**src/rtl/vga_bounce_engine.sv**
```systemverilog
// VGA pixel engine: self-timed raster, one bouncing box over a flat background.
// Ports: clk_pix/rst_pix_n, enable/speed motion controls, registered sync/de/frame/rgb outputs.
module vga_bounce_engine #(
  parameter int H_ACTIVE = 640,
  parameter int H_FP     = 16,
  parameter int H_SYNC   = 96,
  parameter int H_BP     = 48,
  parameter int V_ACTIVE = 480,
  parameter int V_FP     = 10,
  parameter int V_SYNC   = 2,
  parameter int V_BP     = 33,
  parameter bit SYNC_POL = 1'b0,
  parameter int COLOR_W  = 4,
  parameter int BOX_SIZE = 200,
  parameter logic [COLOR_W-1:0] BG_R  = COLOR_W'(1),
  parameter logic [COLOR_W-1:0] BG_G  = COLOR_W'(3),
  parameter logic [COLOR_W-1:0] BG_B  = COLOR_W'(7),
  parameter logic [COLOR_W-1:0] BOX_R = '1,
  parameter logic [COLOR_W-1:0] BOX_G = '1,
  parameter logic [COLOR_W-1:0] BOX_B = '1
) (
  input  logic               clk_pix,
  input  logic               rst_pix_n,
  input  logic               enable,
  input  logic [3:0]         speed,
  output logic               o_hsync,
  output logic               o_vsync,
  output logic               o_de,
  output logic               o_frame,
  output logic [COLOR_W-1:0] o_red,
  output logic [COLOR_W-1:0] o_green,
  output logic [COLOR_W-1:0] o_blue
);

  localparam int H_TOTAL = H_ACTIVE + H_FP + H_SYNC + H_BP;
  localparam int V_TOTAL = V_ACTIVE + V_FP + V_SYNC + V_BP;

  localparam logic [15:0] HT_M1 = 16'(H_TOTAL - 1);
  localparam logic [15:0] VT_M1 = 16'(V_TOTAL - 1);
  localparam logic [15:0] HA    = 16'(H_ACTIVE);
  localparam logic [15:0] VA    = 16'(V_ACTIVE);
  localparam logic [15:0] HS_LO = 16'(H_ACTIVE + H_FP);
  localparam logic [15:0] HS_HI = 16'(H_ACTIVE + H_FP + H_SYNC);
  localparam logic [15:0] VS_LO = 16'(V_ACTIVE + V_FP);
  localparam logic [15:0] VS_HI = 16'(V_ACTIVE + V_FP + V_SYNC);
  localparam logic [16:0] BOX17 = 17'(BOX_SIZE);
  localparam logic [16:0] XLIM  = 17'(H_ACTIVE - BOX_SIZE);
  localparam logic [16:0] YLIM  = 17'(V_ACTIVE - BOX_SIZE);
  localparam logic [15:0] BX0   = 16'((H_ACTIVE - BOX_SIZE) / 2);
  localparam logic [15:0] BY0   = 16'((V_ACTIVE - BOX_SIZE) / 2);

  // {new_dir, new_pos}; clamps to the wall and reverses on contact
  function automatic logic [16:0] step_axis(
    input logic [15:0] pos,
    input logic        dir,
    input logic [3:0]  spd,
    input logic [16:0] lim
  );
    logic [16:0] p;
    logic [16:0] s;
    p = {1'b0, pos};
    s = {13'd0, spd};
    if (dir) begin
      if (p + s >= lim) return {1'b0, lim[15:0]};
      return {1'b1, 16'(p + s)};
    end
    if (p <= s) return {1'b1, 16'd0};
    return {1'b0, 16'(p - s)};
  endfunction

  logic [15:0] sx_q, sx_d;
  logic [15:0] sy_q, sy_d;
  logic [15:0] bx_q, bx_d;
  logic [15:0] by_q, by_d;
  logic        dx_q, dx_d;
  logic        dy_q, dy_d;

  logic de0, hs0, vs0, tick0, hit0;
  logic de1_q, hs1_q, vs1_q, tick1_q, hit1_q;

  logic               hsync_q, vsync_q, de2_q, frame_q;
  logic [COLOR_W-1:0] red_q, green_q, blue_q;
  logic [COLOR_W-1:0] red_d, green_d, blue_d;

  always_comb begin
    sx_d = sx_q + 16'd1;
    sy_d = sy_q;
    if (sx_q == HT_M1) begin
      sx_d = '0;
      sy_d = (sy_q == VT_M1) ? 16'd0 : sy_q + 16'd1;
    end
  end

  always_comb begin
    de0   = (sx_q < HA) && (sy_q < VA);
    hs0   = (sx_q >= HS_LO) && (sx_q < HS_HI);
    vs0   = (sy_q >= VS_LO) && (sy_q < VS_HI);
    tick0 = (sx_q == 16'd0) && (sy_q == VA);
    hit0  = (sx_q >= bx_q)
         && ({1'b0, sx_q} < {1'b0, bx_q} + BOX17)
         && (sy_q >= by_q)
         && ({1'b0, sy_q} < {1'b0, by_q} + BOX17);
  end

  // Moves only on the blank-line tick, so a frame never tears
  always_comb begin
    bx_d = bx_q;
    by_d = by_q;
    dx_d = dx_q;
    dy_d = dy_q;
    if (tick0 && enable) begin
      {dx_d, bx_d} = step_axis(bx_q, dx_q, speed, XLIM);
      {dy_d, by_d} = step_axis(by_q, dy_q, speed, YLIM);
    end
  end

  always_comb begin
    red_d   = '0;
    green_d = '0;
    blue_d  = '0;
    if (de1_q) begin
      red_d   = hit1_q ? BOX_R : BG_R;
      green_d = hit1_q ? BOX_G : BG_G;
      blue_d  = hit1_q ? BOX_B : BG_B;
    end
  end

  always_ff @(posedge clk_pix or negedge rst_pix_n) begin
    if (!rst_pix_n) begin
      sx_q    <= '0;
      sy_q    <= '0;
      bx_q    <= BX0;
      by_q    <= BY0;
      dx_q    <= 1'b1;
      dy_q    <= 1'b1;
      de1_q   <= 1'b0;
      hs1_q   <= 1'b0;
      vs1_q   <= 1'b0;
      tick1_q <= 1'b0;
      hit1_q  <= 1'b0;
      hsync_q <= ~SYNC_POL;
      vsync_q <= ~SYNC_POL;
      de2_q   <= 1'b0;
      frame_q <= 1'b0;
      red_q   <= '0;
      green_q <= '0;
      blue_q  <= '0;
    end else begin
      sx_q    <= sx_d;
      sy_q    <= sy_d;
      bx_q    <= bx_d;
      by_q    <= by_d;
      dx_q    <= dx_d;
      dy_q    <= dy_d;
      de1_q   <= de0;
      hs1_q   <= hs0;
      vs1_q   <= vs0;
      tick1_q <= tick0;
      hit1_q  <= hit0;
      hsync_q <= hs1_q ? SYNC_POL : ~SYNC_POL;
      vsync_q <= vs1_q ? SYNC_POL : ~SYNC_POL;
      de2_q   <= de1_q;
      frame_q <= tick1_q;
      red_q   <= red_d;
      green_q <= green_d;
      blue_q  <= blue_d;
    end
  end

  assign o_hsync = hsync_q;
  assign o_vsync = vsync_q;
  assign o_de    = de2_q;
  assign o_frame = frame_q;
  assign o_red   = red_q;
  assign o_green = green_q;
  assign o_blue  = blue_q;

endmodule

```
**config.mk**
```make
export PLATFORM = sky130hd
export DESIGN_NAME = vga_bounce_engine
export DESIGN_NICKNAME = d
export VERILOG_FILES = /design/src/rtl/vga_bounce_engine.sv
export SDC_FILE = /design/constraint.sdc
export NUM_CORES = 1
export LEC_CHECK = 0
export CAP_MARGIN = 0
export CORE_ASPECT_RATIO = 0.7
export CORE_MARGIN = 2
export CORE_UTILIZATION = 45
export CTS_CLUSTER_DIAMETER = 40
export DETAILED_ROUTE_END_ITERATION = 8
export PLACE_DENSITY = 0.71
export SETUP_SLACK_MARGIN = 0.02
export SYNTH_ARGS = -nofsm -noshare
export SYNTH_HDL_FRONTEND = slang
export SYNTH_SLANG_ARGS = --single-unit
```
**constraint.sdc**
```tcl
create_clock -name clk_pix -period 3.6 [get_ports clk_pix]
set_input_delay 0.54 -clock clk_pix [delete_from_list [all_inputs] [get_ports clk_pix]]
set_output_delay 0.54 -clock clk_pix [all_outputs]
set_load 0.05 [all_outputs]
```
Word-level counts from Yosys, hierarchy flattened. Cells that the tools add are included. Widths: inputs -> output; s select.

$mul: 0. Reductions and logical operators: 9. Order comparisons: 14. Eq/ne operators: 3. Divide/modulo/power cells: 0. Muxes and demuxes: 38. Bitwise operators: 0. Shifts and indexed selects: 0. Add/sub/neg operators: 8.

Operator list (number): $mux 17 (12); $add 16x4->17 (2); $add 16x8->17 const B (2); $ge 17x9->1 const B (2); $lt 16x17->1 (2); $add 16x1->16 const B (2); $eq 16x10->1 const B (2); $ge 16x16->1 (2); $le 16x4->1 (2); $lt 16x10->1 const B (2); $lt 16x9->1 const B (2); $mux 16 (2); $sub 16x4->16 (2); $mux 4 (6); $mux 1 (18); $eq 16x9->1 const B (1); $ge 16x10->1 const B (1); $ge 16x9->1 const B (1); $logic_not 16->1 (1); $logic_and 1x1->1 (8).

Register bits after elaboration: 87. Output and inout port bits: 16. Memories: 0. Bits in writable memories: 0. Input port bits: 7. Memory bits (read-only): 0. Latch bits: 0.

Logic depth before layout (Yosys ltp).
Word-level depth: 10. Mapped depth: 15. Mapped depth without buffers: 15.

Worst setup path before layout. Ideal clock, no wire load.

Path kind: in2reg. Start point: input port speed[3]. End point: register by_q[8]. Stages on the path: 12. Required time: 3.479 ns. Slack: 0.511 ns. Arrival: 2.968 ns. Path through: inv_1 ha_1 clkbuf_1 nor2b_1 a2111oi_1 and3_1 mux2i_1 o21ai_0 a311oi_1 buf_2 a31oi_1 o22a_1.

Cells in the longest elaborated chain, start to end: 10.

Ends and longest elaborated chain: from (decl) (RTL line 25) `input logic [3:0] speed,`; $add 16x4->17 (RTL line 65) `return {1'b1, 16'(p + s)};`; $ge 17x9->1 (RTL line 64) `if (p + s >= lim) return {1'b0, lim[15:0]};`; $mux 1 (RTL line 64); $mux 1 (RTL line 63) `if (dir) begin`; $mux 1 (RTL line 111) `if (tick0 && enable) begin`; $mux 17 (RTL line 65); $mux 17 (RTL line 63); $mux 17 (RTL line 67) `if (p <= s) return {1'b1, 16'd0};`; $mux 17 (RTL line 68) `return {1'b0, 16'(p - s)};`; $mux 17 (*) (RTL line 67); to (signal assigned) (RTL line 152) `by_q <= by_d;`; to (decl) (RTL line 74) `logic [15:0] by_q, by_d;`.

Mark *: on every way between the ends. The rest lies on a longest branch, timed or not. The select of a mux whose other input is x is not followed. A chain may end at the register's enable or synchronous reset.

Worst setup path in the final report.
Start point: input port speed[2]. End point: register bx_q[4].

Cells in the longest elaborated chain, start to end: 10.

Ends and longest elaborated chain: $add 16x4->17 (RTL line 65); $ge 17x9->1 (RTL line 64); $mux 1 (RTL line 64); $mux 1 (RTL line 63); $mux 1 (RTL line 111); $mux 17 (RTL line 65); $mux 17 (RTL line 63); $mux 17 (RTL line 67); $mux 17 (RTL line 68); $mux 17 (*) (RTL line 67); to (signal assigned) (RTL line 132) `bx_q <= BX0;`; to (signal assigned) (RTL line 151) `bx_q <= bx_d;`; to (decl) (RTL line 73) `logic [15:0] bx_q, bx_d;`.

Marks and branches as above.

==> key figures <==
Synth
  – Complex-gate fraction of the synthesized area: 0.2002
  – Share of the synthesized netlist area taken by xor and xnor gates: 0.06601
  – Number of flip-flops and latches in the synthesized netlist: 76
  – EDFF count, synth: 0
  – Leading cell types by total area after synthesis: sky130_fd_sc_hd__dfrtp_1 (23%), sky130_fd_sc_hd__ha_1 (15%), sky130_fd_sc_hd__xnor2_1 (5.1%)
  – Mux share of post-synthesis cell area: 0.007980
  – Async set or reset register ratio after synthesis: 1.000
  – Dominant combinational cell family by area after synthesis: simple AND/OR/NAND/NOR gates
  – Number of warnings printed during yosys synthesis: 0
  – Primary FF master, synth: sky130_fd_sc_hd__dfrtp_1
  – Post-Synthesis Cells: 823
  – Share of the yosys chip area belonging to registers: 0.2778
  – Post-synthesis average cell area: 8.383 um^2
  – Library cell with the highest instance count after synthesis: sky130_fd_sc_hd__ha_1
  – Adder-cell share of the synthesized area: 0.1567
  – Top cell types by occurrence after synthesis: sky130_fd_sc_hd__ha_1 (80), sky130_fd_sc_hd__dfrtp_1 (64), sky130_fd_sc_hd__nand2_1 (63)
  – Largest area contributor in the netlist: sky130_fd_sc_hd__dfrtp_1
  – Fraction of post-synthesis cell area in the top cell type by area: 0.2321
  – Cell area after technology mapping: 0.006899 mm^2
  – Simple logic cell fraction of the synthesized area: 0.2256
  – Syn nets: 914
  – Count of distinct cell types in the synthesized netlist: 79

Route
  – Violation count after the first detailed-route iteration: 482
  – Residual DRC count: 0
  – Final antenna-violating net count: 0
  – Routed length per instance: 17.62 um
  – Via total after detailed routing: 6298
  – Routed wire length: 18520 um
  – Drt pass-1 iters: 5
  – Detailed-route vias per instance: 5.992

Timing
  – Endpoints failing hold: 0
  – Max-slew violation count: 0
  – Post-route fraction of the period consumed by the critical path: 0.9328
  – Time the worst path needs with I/O delays and setup: 3.358 ns
  – Worst clock skew: 0.006325 ns
  – Total of endpoints with negative setup slack in the final report: 0
  – Worst max-slew margin expressed relative to the limit: 0.3365
  – Setup repair after global routing missed its margin: false
  – Actual slew at the worst max-slew pin: 0.9953 ns
  – Upper clock frequency limit: 297.8 MHz

Finish
  – Fraction of layout instances using a drive strength above 1: 0.1086
  – Count of antenna diodes in the layout: 0
  – Final cell utilization of the core: 0.5237
  – Total non-filler cell area in the finished layout: 0.007782 mm^2
  – Layout-stage area growth over the synthesis result: 12.80%
  – Area occupied by multi-input gates: 0.004529 mm^2
  – Area taken by flip-flops and latches: 0.001917 mm^2
  – Net count of the finished layout: 942
  – Filler cell count: 1379

Floorplanning
  – Die height: 107.6 um
  – Area of the core: 0.01486 mm^2
  – Horizontal die dimension: 152.0 um
  – Initial core utilization: 0.4643
  – Number of primary I/O pins: 23
  – Total Die Area: 0.01635 mm^2
  – # rows: 37

Clocking
  – # clock sinks: 76
  – Clock tree from TritonCTS: yes
  – Clock edge transition at the registers on the reported setup and hold paths: 0.06 ns
  – Number of buffers added to fix hold violations after cts: 0
  – Cell at the root of the clock tree: sky130_fd_sc_hd__clkbuf_16
  – Buffer levels on the longest clock path: 2
  – Number of buffers inserted during clock tree synthesis: 9
  – Number of resized instances in the post-cts repair step: 0
  – Clock latency reported for the late side of the worst-skew pair: 0.34 ns
  – Count of buffers added by post-CTS timing repair for setup: 0
  – Maximum level of the CTS H-tree: 3

Placed design
  – Total cell area at the placement stage: 0.007433 mm^2
  – Count of port buffers added during placement: 22
  – Last weighted congestion value of the routability-driven placer: 0.9699
  – Total half-perimeter wirelength after legalization and detailed placement: 14110 um

GRT
  – Vias in the first global route: 5715
  – Final global-route overflow total: 0
  – Pin count of the biggest net entering global routing: 77
  – First-pass GRT wire length: 30600 um
  – Number of antenna violations at the first check in global routing: 0
  – Total GRT Usage: 0.2334

Power
  – Total power divided by cell area: 288.3 mW/mm^2
  – Worst IR Drop VDD: 0.1784 mV
  – Leakage: 3.439 nW

Job
  – Number of maximum-capacitance constraint violations: 0

Setup path
  – Crit. End Element: flip-flop
  – Worst path arrival time: 3.65 ns
  – Startpoint kind of the worst setup timing path: primary input
  – Data required time of the critical path: 3.89 ns
  – Start point of the critical path: speed[2]
  – Category of the critical setup timing path: in2reg
  – FF-to-FF Start: bx_q[2]
  – Highest fanout seen on the critical path: 10

Hold path
  – Classification of the worst-slack hold path: in2async

Run status
  – Run status: complete, no violations
==> power by group <==
part	total, mW	switching, mW	internal [mW]
clock network	1.08	0.400	0.683
registers	0.875	0.0118	0.863
logic	0.286	0.171	0.115
total	2.24	0.583	1.66
==> stage by stage <==
step | worst slack [ns] | total power, mW | instances | hold slack, ns | TNS [ns]
floorplan | 0.5106 | 1.063 | 823 | 0.2444 | 0
detailed placement | -0.06040 | 1.169 | 1035 | 0.3473 | -0.07546
global placement | 0.02093 | 1.166 | 1035 | 0.3368 | 0
CTS | 0.2921 | 2.253 | 1051 | 0.3512 | 0
global route | 0.04803 | 2.324 | 1051 | 0.3558 | 0
finish | 0.2418 | 2.244 | 1051 | 0.3489 | 0
==> per-layer routing <==
| layer | GRT usage | vias to the layer above | wire [um] |
|---|---|---|---|
| met5 | 0 | - | 0 |
| met4 | 0.04606 | 0 | 133 |
| met3 | 0.04871 | 13 | 1807 |
| met2 | 0.3153 | 297 | 7190 |
| met1 | 0.3746 | 2944 | 9391 |
| li1 | - | 3044 | - |
==> state kept, by name, indices dropped and copies added, names as in the netlist, 16 cells and up <==
register  cells
sy_q         16
bx_q         16
by_q         16
sx_q         16
==> layout by cell type (no fill, tap or decap), types with 6 or more instances in the layout <==
| master | instances |
|---|---|
| sky130_fd_sc_hd__o31ai_1 | 6 |
| sky130_fd_sc_hd__xor2_1 | 12 |
| sky130_fd_sc_hd__a21o_1 | 17 |
| sky130_fd_sc_hd__a31oi_1 | 7 |
| sky130_fd_sc_hd__nand2_1 | 63 |
| sky130_fd_sc_hd__inv_1 | 55 |
| sky130_fd_sc_hd__ha_1 | 80 |
| sky130_fd_sc_hd__nor2b_1 | 8 |
| sky130_fd_sc_hd__o21a_1 | 8 |
| sky130_fd_sc_hd__dfstp_2 | 12 |
| sky130_fd_sc_hd__nor3_1 | 31 |
| sky130_fd_sc_hd__xnor2_1 | 40 |
| sky130_fd_sc_hd__buf_4 | 42 |
| sky130_fd_sc_hd__clkdlybuf4s50_1 | 21 |
| sky130_fd_sc_hd__clkbuf_16 | 9 |
| sky130_fd_sc_hd__dfrtp_1 | 64 |
| sky130_fd_sc_hd__nand2b_1 | 11 |
| sky130_fd_sc_hd__and3_1 | 15 |
| sky130_fd_sc_hd__nor2_1 | 60 |
| sky130_fd_sc_hd__a211oi_1 | 13 |
| sky130_fd_sc_hd__o21ai_0 | 54 |
| sky130_fd_sc_hd__nor4_1 | 12 |
| sky130_fd_sc_hd__nand4_1 | 20 |
| sky130_fd_sc_hd__nand3_1 | 41 |
| sky130_fd_sc_hd__and2_1 | 6 |
| sky130_fd_sc_hd__a21oi_1 | 46 |
==> worst max-delay path: stages <==
cell and delay, ns:
sky130_fd_sc_hd__clkdlybuf4s50_1 0.48, sky130_fd_sc_hd__inv_1 0.06, sky130_fd_sc_hd__ha_1 0.36, sky130_fd_sc_hd__or3b_4 0.43, sky130_fd_sc_hd__a31oi_4 0.23, sky130_fd_sc_hd__o2111ai_1 0.18, sky130_fd_sc_hd__mux2_4 0.36, sky130_fd_sc_hd__o22ai_4 0.24
sky130_fd_sc_hd__nor2_2 0.14, sky130_fd_sc_hd__a2111oi_0 0.46, sky130_fd_sc_hd__a211o_1 0.16
==> worst paths after layout <==
path	to	slack [ns]	cells after the start
setup reg to reg	bx_q[4]	0.52	9
max in group asynchronous	bx_q[5]	2.59	1
setup / recovery	bx_q[4]	0.24	11
hold reg to reg	o_hsync	0.35	1
min in group clk_pix	o_hsync	0.35	1
hold / removal	sx_q[12]	0.35	1
==> cell type report <==
cell class	count	share of cell area
Tap cell	195	0.03135
Inverter	58	0.02797
Clock inverter	7	0.01592
Multi-Input combinational cell	643	0.5820
Clock buffer	9	0.02894
Timing Repair Buffer	63	0.06752
Sequential cell	76	0.2463
==> logic make-up after synthesis <==
kind of cell / count (synthesis)
xor gates and xnor gates: 52
and+or+nand+nor: 300
adders and majority gates: 84
DFF: 76
buffers and inverters: 104
AOI/OAI and AO/OA: 202
muxes: 5
Power figures use the tool's default switching activity.
